<file path="config.mk">
export PLATFORM = sky130hd
export DESIGN_NAME = bpi_cmd_sequencer
export DESIGN_NICKNAME = d
export VERILOG_FILES = /design/src/rtl/bpi_seq_pkg.sv /design/src/rtl/bpi_step.sv /design/src/rtl/bpi_cmd_sequencer.sv
export SDC_FILE = /design/constraint.sdc
export NUM_CORES = 1
export LEC_CHECK = 0
export ABC_AREA = 1
export ABC_CLOCK_PERIOD_IN_PS = 2100
export BUFFER_PORTS_ARGS = -buffer_cell sky130_fd_sc_hd__clkbuf_2
export CORE_ASPECT_RATIO = 1.5
export CORE_MARGIN = 2
export CORE_UTILIZATION = 45
export DETAILED_ROUTE_END_ITERATION = 7
export PLACE_DENSITY_LB_ADDON = 0.12
export RECOVER_POWER = 50
export SYNTH_ARGS = -nofsm -noshare
export SYNTH_HDL_FRONTEND = slang
export SYNTH_HIERARCHICAL = 1
export SYNTH_SLANG_ARGS = --single-unit
</file>
<file path="constraint.sdc">
create_clock -name CLK -period 2.1 [get_ports CLK]
set_clock_uncertainty 0.15 [all_clocks]
set_input_delay 0.21 -clock CLK [delete_from_list [all_inputs] [get_ports CLK]]
set_output_delay 0.21 -clock CLK [all_outputs]
set_load 0.01 [all_outputs]
</file>
<file path="src/rtl/bpi_seq_pkg.sv">
// Shared definitions for the BPI command sequencer: request codes, P30 flash
// opcodes, bus-step encodings, FSM states and status-register bit positions.
package bpi_seq_pkg;

    localparam logic [2:0] CMD_READ       = 3'd0;
    localparam logic [2:0] CMD_PROGRAM    = 3'd1;
    localparam logic [2:0] CMD_ERASE      = 3'd2;
    localparam logic [2:0] CMD_UNLOCK     = 3'd3;
    localparam logic [2:0] CMD_LOCK       = 3'd4;
    localparam logic [2:0] CMD_RD_STATUS  = 3'd5;
    localparam logic [2:0] CMD_CLR_STATUS = 3'd6;
    localparam logic [2:0] CMD_ILLEGAL    = 3'd7;

    localparam logic [15:0] FL_READ_ARRAY   = 16'h00FF;
    localparam logic [15:0] FL_PROGRAM      = 16'h0040;
    localparam logic [15:0] FL_ERASE        = 16'h0020;
    localparam logic [15:0] FL_CONFIRM      = 16'h00D0;
    localparam logic [15:0] FL_LOCK_SETUP   = 16'h0060;
    localparam logic [15:0] FL_LOCK_SET     = 16'h0001;
    localparam logic [15:0] FL_READ_STATUS  = 16'h0070;
    localparam logic [15:0] FL_CLEAR_STATUS = 16'h0050;

    typedef enum logic [1:0] {
        OP_NOP   = 2'd0,
        OP_WRITE = 2'd1,
        OP_READ  = 2'd2,
        OP_RSVD  = 2'd3
    } bus_op_t;

    typedef enum logic [3:0] {
        ST_IDLE,
        ST_DECODE,
        ST_STEP_ISSUE,
        ST_STEP_WAIT,
        ST_POLL_CMD,
        ST_POLL_READ,
        ST_POLL_CHK,
        ST_CLR_STAT,
        ST_FIN,
        ST_DONE
    } seq_state_t;

    localparam int SR_READY  = 7;
    localparam int SR_ERR_HI = 5;
    localparam int SR_ERR_LO = 1;

    typedef struct packed {
        bus_op_t     op;
        logic [15:0] data;
    } step_cmd_t;

    // Opening (idx 0) and second (idx 1) bus step of each request before any polling.
    function automatic step_cmd_t seq_step(input logic [2:0] code, input logic idx,
                                           input logic [15:0] wdata);
        seq_step = '{op: OP_WRITE, data: FL_READ_ARRAY};
        if (!idx) begin
            case (code)
                CMD_PROGRAM:            seq_step.data = FL_PROGRAM;
                CMD_ERASE:              seq_step.data = FL_ERASE;
                CMD_UNLOCK, CMD_LOCK:   seq_step.data = FL_LOCK_SETUP;
                CMD_RD_STATUS:          seq_step.data = FL_READ_STATUS;
                CMD_CLR_STATUS:         seq_step.data = FL_CLEAR_STATUS;
                default:                seq_step.data = FL_READ_ARRAY;
            endcase
        end else begin
            case (code)
                CMD_READ, CMD_RD_STATUS: seq_step = '{op: OP_READ, data: 16'h0000};
                CMD_PROGRAM:             seq_step.data = wdata;
                CMD_ERASE, CMD_UNLOCK:   seq_step.data = FL_CONFIRM;
                CMD_LOCK:                seq_step.data = FL_LOCK_SET;
                default:                 seq_step.data = FL_READ_ARRAY;
            endcase
        end
    endfunction

    function automatic logic needs_poll(input logic [2:0] code);
        return (code == CMD_PROGRAM) || (code == CMD_ERASE) ||
               (code == CMD_UNLOCK)  || (code == CMD_LOCK);
    endfunction

endpackage

</file>
<file path="src/rtl/bpi_step.sv">
// Single BPI bus step: latches the step, pulses EXECUTE once, holds the bus
// fields and reports completion (guarded BUSY low for writes, LOAD_DATA for reads).
module bpi_step
    import bpi_seq_pkg::*;
#(
    parameter int GUARD = 2
) (
    input  logic        clk,
    input  logic        rst,
    input  logic        step_go,
    input  bus_op_t     step_op,
    input  logic [22:0] step_addr,
    input  logic [15:0] step_data,
    input  logic        busy,
    input  logic        load_data,
    input  logic [15:0] data_in,
    output bus_op_t     op,
    output logic [22:0] addr,
    output logic [15:0] cmd_data,
    output logic        execute,
    output logic        step_done,
    output logic [15:0] step_rdata
);

    localparam logic [7:0] GUARD_CNT = 8'(GUARD);

    logic        active;
    logic [7:0]  guard_cnt;
    logic [15:0] rdata_q;
    logic        write_done;
    logic        read_done;

    // guard_cnt is 0 in the EXECUTE cycle and saturates at GUARD, so BUSY is
    // ignored until the flash interface has had time to raise it.
    assign write_done = active && (op == OP_WRITE) && (guard_cnt >= GUARD_CNT) && !busy;
    assign read_done  = active && (op == OP_READ) && !execute && load_data;
    assign step_done  = write_done || read_done;
    assign step_rdata = read_done ? data_in : rdata_q;

    always_ff @(posedge clk) begin
        if (rst) begin
            active    <= 1'b0;
            execute   <= 1'b0;
            op        <= OP_NOP;
            addr      <= '0;
            cmd_data  <= '0;
            guard_cnt <= '0;
            rdata_q   <= '0;
        end else begin
            execute <= 1'b0;
            if (!active) begin
                if (step_go) begin
                    active    <= 1'b1;
                    execute   <= 1'b1;
                    op        <= step_op;
                    addr      <= step_addr;
                    cmd_data  <= step_data;
                    guard_cnt <= '0;
                end
            end else if (step_done) begin
                active <= 1'b0;
                op     <= OP_NOP;
                if (op == OP_READ) begin
                    rdata_q <= data_in;
                end
            end else if (guard_cnt < GUARD_CNT) begin
                guard_cnt <= guard_cnt + 8'd1;
            end
        end
    end

endmodule

</file>
<file path="src/rtl/bpi_cmd_sequencer.sv">
// Command-level P30 flash controller: expands one user request into bus steps
// for bpi_interface, polls the status register and restores read-array mode.
module bpi_cmd_sequencer
    import bpi_seq_pkg::*;
#(
    parameter int POLL_MAX = 65535,
    parameter int GUARD    = 2
) (
    input  logic        CLK,
    input  logic        RST,
    input  logic        CMD_REQ,
    input  logic [2:0]  CMD_CODE,
    input  logic [22:0] USR_ADDR,
    input  logic [15:0] USR_WDATA,
    output logic        SEQ_BUSY,
    output logic        DONE,
    output logic        ERR,
    output logic        TMO,
    output logic [15:0] RDATA,
    output logic [7:0]  STATUS,
    output logic [22:0] ADDR,
    output logic [15:0] CMD_DATA_OUT,
    output logic [1:0]  OP,
    output logic        EXECUTE,
    input  logic        BUSY,
    input  logic        LOAD_DATA,
    input  logic [15:0] DATA_IN
);

    localparam logic [15:0] POLL_LIMIT = 16'(POLL_MAX);

    seq_state_t  state, state_next;
    logic [2:0]  code_q;
    logic [22:0] addr_q;
    logic [15:0] wdata_q;
    logic        step_idx;
    logic        issued;
    logic [15:0] poll_cnt;
    logic        err_q, tmo_q;
    logic [15:0] rdata_q;
    logic [7:0]  status_q;

    logic        step_go;
    step_cmd_t   step_cmd;
    logic        step_done;
    logic [15:0] step_rdata;
    bus_op_t     bus_op;
    logic        last_idx;
    logic        read_result;

    assign last_idx    = (code_q != CMD_CLR_STATUS);
    assign read_result = step_idx && ((code_q == CMD_READ) || (code_q == CMD_RD_STATUS));

    bpi_step #(.GUARD(GUARD)) u_step (
        .clk        (CLK),
        .rst        (RST),
        .step_go    (step_go),
        .step_op    (step_cmd.op),
        .step_addr  (addr_q),
        .step_data  (step_cmd.data),
        .busy       (BUSY),
        .load_data  (LOAD_DATA),
        .data_in    (DATA_IN),
        .op         (bus_op),
        .addr       (ADDR),
        .cmd_data   (CMD_DATA_OUT),
        .execute    (EXECUTE),
        .step_done  (step_done),
        .step_rdata (step_rdata)
    );

    assign OP       = bus_op;
    assign SEQ_BUSY = (state != ST_IDLE);
    assign DONE     = (state == ST_DONE);
    assign ERR      = err_q;
    assign TMO      = tmo_q;
    assign RDATA    = rdata_q;
    assign STATUS   = status_q;

    always_ff @(posedge CLK) begin
        if (RST) begin
            state <= ST_IDLE;
        end else begin
            state <= state_next;
        end
    end

    // Poll/clear/fin states issue their single step on entry, then wait on step_done.
    always_comb begin
        state_next = state;
        step_go    = 1'b0;
        step_cmd   = '{op: OP_NOP, data: 16'h0000};
        unique case (state)
            ST_IDLE:       if (CMD_REQ) state_next = ST_DECODE;
            ST_DECODE:     state_next = (code_q == CMD_ILLEGAL) ? ST_DONE : ST_STEP_ISSUE;
            ST_STEP_ISSUE: begin
                step_cmd   = seq_step(code_q, step_idx, wdata_q);
                step_go    = 1'b1;
                state_next = ST_STEP_WAIT;
            end
            ST_STEP_WAIT: begin
                if (step_done) begin
                    if (step_idx != last_idx) state_next = ST_STEP_ISSUE;
                    else if (needs_poll(code_q)) state_next = ST_POLL_CMD;
                    else state_next = ST_DONE;
                end
            end
            ST_POLL_CMD: begin
                step_cmd = '{op: OP_WRITE, data: FL_READ_STATUS};
                step_go  = !issued;
                if (issued && step_done) state_next = ST_POLL_READ;
            end
            ST_POLL_READ: begin
                step_cmd = '{op: OP_READ, data: 16'h0000};
                step_go  = !issued;
                if (issued && step_done) state_next = ST_POLL_CHK;
            end
            ST_POLL_CHK: begin
                if (status_q[SR_READY]) begin
                    state_next = (|status_q[SR_ERR_HI:SR_ERR_LO]) ? ST_CLR_STAT : ST_FIN;
                end else if (poll_cnt >= POLL_LIMIT) begin
                    state_next = ST_FIN;
                end else begin
                    state_next = ST_POLL_READ;
                end
            end
            ST_CLR_STAT: begin
                step_cmd = '{op: OP_WRITE, data: FL_CLEAR_STATUS};
                step_go  = !issued;
                if (issued && step_done) state_next = ST_FIN;
            end
            ST_FIN: begin
                step_cmd = '{op: OP_WRITE, data: FL_READ_ARRAY};
                step_go  = !issued;
                if (issued && step_done) state_next = ST_DONE;
            end
            ST_DONE:       state_next = ST_IDLE;
            default:       state_next = ST_IDLE;
        endcase
    end

    always_ff @(posedge CLK) begin
        if (RST) begin
            code_q   <= '0;
            addr_q   <= '0;
            wdata_q  <= '0;
            step_idx <= 1'b0;
            issued   <= 1'b0;
            poll_cnt <= '0;
            err_q    <= 1'b0;
            tmo_q    <= 1'b0;
            rdata_q  <= '0;
            status_q <= '0;
        end else begin
            unique case (state)
                ST_IDLE: begin
                    if (CMD_REQ) begin
                        code_q   <= CMD_CODE;
                        addr_q   <= USR_ADDR;
                        wdata_q  <= USR_WDATA;
                        err_q    <= 1'b0;
                        tmo_q    <= 1'b0;
                        step_idx <= 1'b0;
                        issued   <= 1'b0;
                    end
                end
                ST_DECODE: begin
                    if (code_q == CMD_ILLEGAL) err_q <= 1'b1;
                end
                ST_STEP_WAIT: begin
                    if (step_done) begin
                        step_idx <= ~step_idx;
                        if (read_result) begin
                            rdata_q <= step_rdata;
                            if (code_q == CMD_RD_STATUS) status_q <= step_rdata[7:0];
                        end
                    end
                end
                ST_POLL_CMD, ST_POLL_READ, ST_CLR_STAT, ST_FIN: begin
                    if (!issued) begin
                        issued <= 1'b1;
                    end else if (step_done) begin
                        issued <= 1'b0;
                        if (state == ST_POLL_CMD) poll_cnt <= '0;
                        if (state == ST_POLL_READ) begin
                            status_q <= step_rdata[7:0];
                            poll_cnt <= poll_cnt + 16'd1;
                        end
                    end
                end
                ST_POLL_CHK: begin
                    if (status_q[SR_READY]) begin
                        if (|status_q[SR_ERR_HI:SR_ERR_LO]) err_q <= 1'b1;
                    end else if (poll_cnt >= POLL_LIMIT) begin
                        tmo_q <= 1'b1;
                        err_q <= 1'b1;
                    end
                end
                default: ;
            endcase
        end
    end

endmodule

</file>
==> results of run 1 <==
worst max-delay path by stage:
stage / start / to / cells past startpoint
floorplan: u_step/op[0]$_SDFFE_PP0P_ / poll_cnt[15]$_SDFFE_PP0P_ / 13
global placement: u_step/guard_cnt[1]$_SDFFE_PP0P_ / poll_cnt[10]$_SDFFE_PP0P_ / 12
detailed placement: u_step/guard_cnt[1]$_SDFFE_PP0P_ / poll_cnt[10]$_SDFFE_PP0P_ / 12
CTS: u_step/active$_SDFF_PP0_ / poll_cnt[15]$_SDFFE_PP0P_ / 13
global route: state[3]$_SDFFE_PP0P_ / wdata_q[6]$_SDFFE_PP0P_ / 8
finish: state[3]$_SDFFE_PP0P_ / wdata_q[6]$_SDFFE_PP0P_ / 8
sequential cells by signal, summed over array words and instances (netlist names), 8 cells and up:
name              cells
addr_q               23
u_step/addr          23
RDATA                16
poll_cnt             16
u_step/cmd_data      16
u_step/rdata_q       16
wdata_q              16
STATUS                8
u_step/guard_cnt      8
cells by family (layout without fill, tap and decap cells):
logic type,after synthesis,after routing,synth area share [%]
simple gates,486,486,32.9
flops,157,157,47.1
compound gates,150,150,11.5
buf+inv,127,334,7.80
fa+ha+maj,3,3,0.563
xor+xnor,1,1,0.131
cell usage after synthesis (all sizes together) (2+ instances only):
library cell / count / area [µm²]
ha: 3 / 37.5
a21oi: 79 / 395
clkbuf: 27 / 101
o21ai: 67 / 339
nor3: 28 / 211
inv: 81 / 304
dfxtp: 157 / 3140
nor2: 141 / 592
nand3b: 2 / 18.8
buf: 19 / 115
nand2: 212 / 813
nand4: 9 / 62.6
nand3: 90 / 470
through the flow:
| stage | cells | hold slack (ps) | setup TNS [ps] | worst slack [ps] |
|---|---|---|---|---|
| finish | 1327 | -2.70 | 0 | 174 |
| floorplan | 924 | 225 | 0 | 100 |
| CTS | 1325 | 5.70 | 0 | 5.53 |
| detailed placement | 1237 | 280 | -17.9 | -17.9 |
| global route | 1327 | 27.2 | 0 | 16.8 |
| global placement | 1237 | 276 | 0 | 39.3 |
routing by layer:
metal  vias up  share of wire, %  track usage, %
met1      2942                42            26.9
li1       3376                 -               -
met2       166                52            38.8
met4         0               2.3            8.27
met3        31               4.0            3.84
met5         -                 0               0
timing repair:
action / 4_1_cts / 5_1_grt
hold buffers: 56 / 0
hold endpoints to repair: 56 / 0
cloned: 0 / 0
endpoints found under the setup margin: 2 / 67
setup buffers: 0 / 2
pin swaps: 0 / 8
resized for setup: 3 / 32
final cells by class:
class                   count  area, µm²  area share [%]
clock inverters            15        226            2.56
multi-input cells         640       3070            34.7
well taps                 196        245            2.78
clock buffers              17        425            4.81
flip-flops and latches    157       3150            35.7
inverters                  81        307            3.47
repair buffers            221       1420            16.0
power by group:
part,switching (mW),internal [mW],total (mW)
registers,0.161,3.23,3.39
logic,1.10,0.608,1.71
clock network,1.33,2.04,3.37
worst min-delay path: cells and delay by family:
| family | cells | cell delay, ps |
|---|---|---|
| buffers and inverters | 1 | 70 |
| AND/OR/NAND/NOR | 2 | 220 |
==> metrics, run 1 <==
status=complete, but fails checks; violations in the final reports=negative hold slack; first-pass GRT wire length=28.4 mm; final hold slack=-2.70 ps; Worst EP required=2290 ps; CP most frequent cell=buf_4; Synth Instances=924; Pre-antenna DRT Iters=7; Placer Congestion=0.873; DP Area=7630 µm²; maxcap violations=0; commonest non-fill, non-tap cell in the layout=nand2_1; Final Instance Area=8840 µm²; drt total wl=17.4 mm; critical path arrival=2110 ps; Setup crit start kind=register; Syn Nets=990; P&R area growth vs syn=32.5%; unrepaired setup endpoints after global routing=no; peak supply drop=0.675 mV; worst min path class=in2reg; Worst setup EP type=register; reg2reg end=wdata_q[6]$_SDFFE_PP0P_; fin util=60.8%; CP max stage cell=dfxtp_1; CP max stage delay=470 ps; worst r2r src=state[3]$_SDFFE_PP0P_; max frequency=0.519 GHz; largest net degree at the start of global routing=58; most frequent cells in the layout=nand2_1, dfxtp_1, nor2_1, nand3_1, a21oi_1; CTS buffer count=17; FF-to-FF path depth=8; Worst R2R Setup Slack=170 ps; DIE AREA=15,800 µm²; headroom to the max-slew limit=64.1%; Final Cycle Share=91.7%; asr flop ratio synth=0%; sequential share of the synthesized area=47.1%; DRC viols=0; WP buf/inv=3; IO Count=133; Hold Path Depth=3; WL per Instance=13.1 µm; fin crit period=1930 ps; Worst Hold Launch=DATA_IN[2]; diode count=0; Avg Cell Area, Syn=7.22 µm²; Leakage=3.88 nW; Synth Warn #=6; initial antenna violation count=0; initial detailed-routing violation count=174; share of layout cells above drive strength 1=17.9%; nets=1,184; Total GRT Usage=22.3%; H-tree levels=4; register clock-pin slew on the reported worst setup and hold paths=60 ps; DR vias=6,515; Slew Limit Fails=0; DRT antenna net count=0; CTS root buf=clkbuf_16; Clock Path Buffers=2; CTS sink count=157; fill count=1,408; Top Family by Delay on Critical Path=buffers and inverters; Worst Tran Pin Value=539 ps; Yosys cell types=37; die width=103 µm; Vias/cell=4.91; Cell Rows=54; WS Path Type=reg2reg; Most used DFF post-synth=dfxtp_1; vias in the first global route=6,157; worst-path cell chain=nor2_4 -> buf_4 -> inv_1 -> nor2_2 -> nand2_2 -> buf_4 -> o21ai_0 -> a21oi_1; die height=153 µm; crit-path max FO=57; Final setup viols=0; core area=14,500 µm²; power density over the cells=958 nW/µm²; Pwr Total=8.47 mW; IO Port Bufs=132; Post-synth EDFFs=0; WHS Endpoint=u_step/rdata_q[2]$_SDFFE_PP0P_; grt total ovfl=0; starting density of the core=45.9%; flops & latches, synth=157; synthesized area=6670 µm²; endpoints failing hold=1; CTS tree=built; DP HPWL=11.7 mm; Clock Latency Late Sink=420 ps
(Power assumes the default switching activity.)
==> inputs of run 2 (changes only) <==
ABC_AREA = not set   (was 1)
==> run 2 against run 1 <==
Power shrank 14%. Sequential share of layout area shrank 1.1 points. Setup slack lost 290 ps. The run ends with negative setup slack left. Combinational power shrank 41%. Critical path depth grew 1. Maximum frequency shrank 13%. Synthesized area shrank 0.19%. Worst hold slack gained 20 ps.
==> metrics, run 2 <==
status=complete, but fails checks; violations in the final reports=negative setup slack; CTS root buf=clkbuf_16; power density over the cells=799 nW/µm² (-17%); Worst R2R Setup Slack=-120 ps (-290 ps); vias in the first global route=6,147 (-0.16%); DIE AREA=15,800 µm² (-0.18%); max frequency=0.450 GHz (-13%); die width=103 µm (about the same); fin crit period=2220 ps (+295 ps); CTS sink count=157 (unchanged); top post-synthesis cells by count=nand2_1, dfxtp_1, a21oi_1, nor2_1, clkbuf_1; grt total ovfl=0 (unchanged); register area=3150 µm² (-0.12%); Synth Instances=794 (-14%); final setup margin=-120 ps (-295 ps); Slew Limit Fails=0 (unchanged); CTS buffer count=17 (unchanged); register clock-pin slew on the reported worst setup and hold paths=70 ps (about the same); post-synth top area cell=dfxtp_1; H-tree levels=4 (unchanged); DRT antenna net count=0 (unchanged); Setup crit start kind=register; IO Port Bufs=132 (unchanged); peak supply drop=0.713 mV (+5.7%); first-pass GRT wire length=28.8 mm (+1.3%); Pint=5.33 mW (-9.4%); flops & latches, synth=157 (unchanged); Worst Tran Pin Value=544 ps (+5.51 ps); Cell Rows=54 (unchanged); top flop regs=addr_q: 23 flops, u_step/addr: 23 flops; unrepaired setup endpoints after global routing=yes; Vias/cell=5.17 (+5.3%); Synth Warn #=6 (unchanged); Pwr Total=7.27 mW (-14%); sequential share of the synthesized area=47.2% (+0.089 points); sequential share of power=43.5% (+3.5 points); starting density of the core=45.8% (-0.086 points); worst r2r src=u_step/guard_cnt[4]$_SDFFE_PP0P_; diode count=0 (unchanged); worst min path class=in2reg; initial detailed-routing violation count=219 (+26%); DR vias=6,279 (-3.6%); synthesized area=6660 µm² (-0.19%); Synth top area share=47.2% (+0.089 points); endpoints failing hold=0 (-1); WL per Instance=14.9 µm (+13%); crit-path max FO=4 (-93%); Final Cycle Share=106% (+14 points); launch point of the worst path=u_step/guard_cnt[4]$_SDFFE_PP0P_; CP max stage delay=320 ps (-150 ps); critical path arrival=2390 ps (+280 ps); Leakage=3.74 nW (-3.7%); fin util=62.7% (+1.8 points); CP endpoint=state[1]$_SDFFE_PP0P_; setup TNS=-535 ps (-535 ps); maxcap violations=0 (unchanged); Clock Path Buffers=2 (unchanged); initial antenna violation count=0 (unchanged); fill count=1,313 (-6.7%); Worst EP required=2270 ps (-20 ps); Comb power frac=13.9% (-6.3 points); most numerous cell in the Yosys netlist=nand2_1; nets=1,071 (-9.5%); Synth area leaders=dfxtp_1, nand2_1, a21oi_1, mux2i_1, nor2_1; DRC viols=0 (unchanged); Most used DFF post-synth=dfxtp_1; Avg Cell Area, Syn=8.38 µm² (+16%); die height=153 µm (about the same); Worst setup EP type=register; commonest non-fill, non-tap cell in the layout=nand2_1; Placer Congestion=0.907 (+3.9%); headroom to the max-slew limit=63.7% (-0.37 points); core area=14,500 µm² (unchanged); Final setup viols=9 (+9); final hold slack=17.3 ps (+19.9 ps); NetSw=1.95 mW (-25%); Pre-antenna DRT Iters=4 (-3); Syn Nets=860 (-13%); pre-CTS setup slack=-85.0 ps (-67.1 ps); IO Count=133 (unchanged); asr flop ratio synth=0% (unchanged); share of layout cells above drive strength 1=21.4% (+3.5 points); Clock power frac=42.5% (+2.7 points); CP max stage cell=dfxtp_2; Sw Share=26.8% (-3.8 points); Post-synth EDFFs=0 (unchanged); FF-to-FF path depth=9 (+1); P&R area growth vs syn=36.7%; most frequent cells in the layout=nand2_1, dfxtp_1, a21oi_1, clkbuf_1, clkbuf_2; CTS tree=built; reg2reg end=state[1]$_SDFFE_PP0P_; Yosys cell types=60 (+62%); worst-path cell chain=nor4_2 -> nand2_1 -> o21ai_2 -> nand2_4 -> and2_4 -> a211o_1 -> buf_4 -> nand2b_4 -> o32ai_1; Total GRT Usage=23.1% (+0.72 points); largest net degree at the start of global routing=64 (+10%); drt total wl=18.0 mm (+3.6%); Clock Latency Late Sink=430 ps (about the same); WS Path Type=reg2reg; area of the multi-input gates=3450 µm² (+12%); DP HPWL=12.0 mm (+2.2%)
==> run 2: critical path, delay by kind of cell (launching register included) <==
family                 cells  cell delay (ps)
AOI/OAI and AO/OA          3              720
buffers and inverters      1              150
DFF                        1              320
and+or+nand+nor            5              770
==> run 2: cells by family (layout without fill, tap and decap cells) <==
| family | count (synthesis) | after routing | synth area share (%) |
|---|---|---|---|
| simple gates | 364 | 364 | 26.3 |
| compound gates | 159 | 159 | 13.7 |
| flops | 157 | 157 | 47.2 |
| buf+inv | 58 | 282 | 3.74 |
| mux | 41 | 41 | 6.93 |
| xor+xnor | 12 | 12 | 1.58 |
| fa+ha+maj | 3 | 3 | 0.564 |
==> run 2: what timing repair did <==
item | CTS | global route
setup endpoints to repair | 18 | 44
cloned | 0 | 0
resized for setup | 9 | 33
pin swaps | 8 | 19
setup buffers | 4 | 6
hold buffers | 51 | 0
hold endpoints to repair | 53 | 0
==> run 2: routing by layer <==
metal | up-vias | GRT usage, % | wire [µm]
met5 | - | 0 | 0
met1 | 2953 | 25.1 | 6990
li1 | 3110 | - | -
met2 | 164 | 40.8 | 9650
met3 | 52 | 5.53 | 733
met4 | 0 | 11.1 | 653
==> run 2: worst min path at each step <==
stage	cells after the start	slack (ps)	endpoint	startpoint
after floorplan	2	200	wdata_q[10]$_SDFFE_PP0P_	USR_WDATA[10]
after global routing	3	5	u_step/rdata_q[4]$_SDFFE_PP0P_	DATA_IN[4]
after CTS	3	3	u_step/rdata_q[7]$_SDFFE_PP0P_	DATA_IN[7]
final	3	20	u_step/rdata_q[4]$_SDFFE_PP0P_	DATA_IN[4]
after detailed placement	3	290	addr_q[0]$_SDFFE_PP0P_	USR_ADDR[0]
after global placement	3	280	addr_q[4]$_SDFFE_PP0P_	USR_ADDR[4]
==> run 2: stage by stage <==
stage               instances  cell area [µm²]
detailed placement       1121             7880
floorplan                 794             6710
CTS                      1208             9060
finish                   1214             9100
global placement         1121             7880
global route             1214             9100
==> run 2: layout make-up <==
cell class                      count  area share [%]
Multi-Input combinational cell    579            37.9
Clock buffer                       19            4.87
Sequential cell                   157            34.6
Timing Repair Buffer              244            18.0
Tap cell                          196            2.69
Clock inverter                     13            1.70
Inverter                            6           0.247
==> run 2: power groups by stage <==
stage               clock (mW)  sequential [mW]  combinational (mW)
detailed placement           0             3.23               0.909
floorplan                    0             3.22               0.530
CTS                       3.15             3.16               0.999
global route              3.29             3.18                1.11
finish                    3.09             3.16                1.01
global placement             0             3.22               0.898
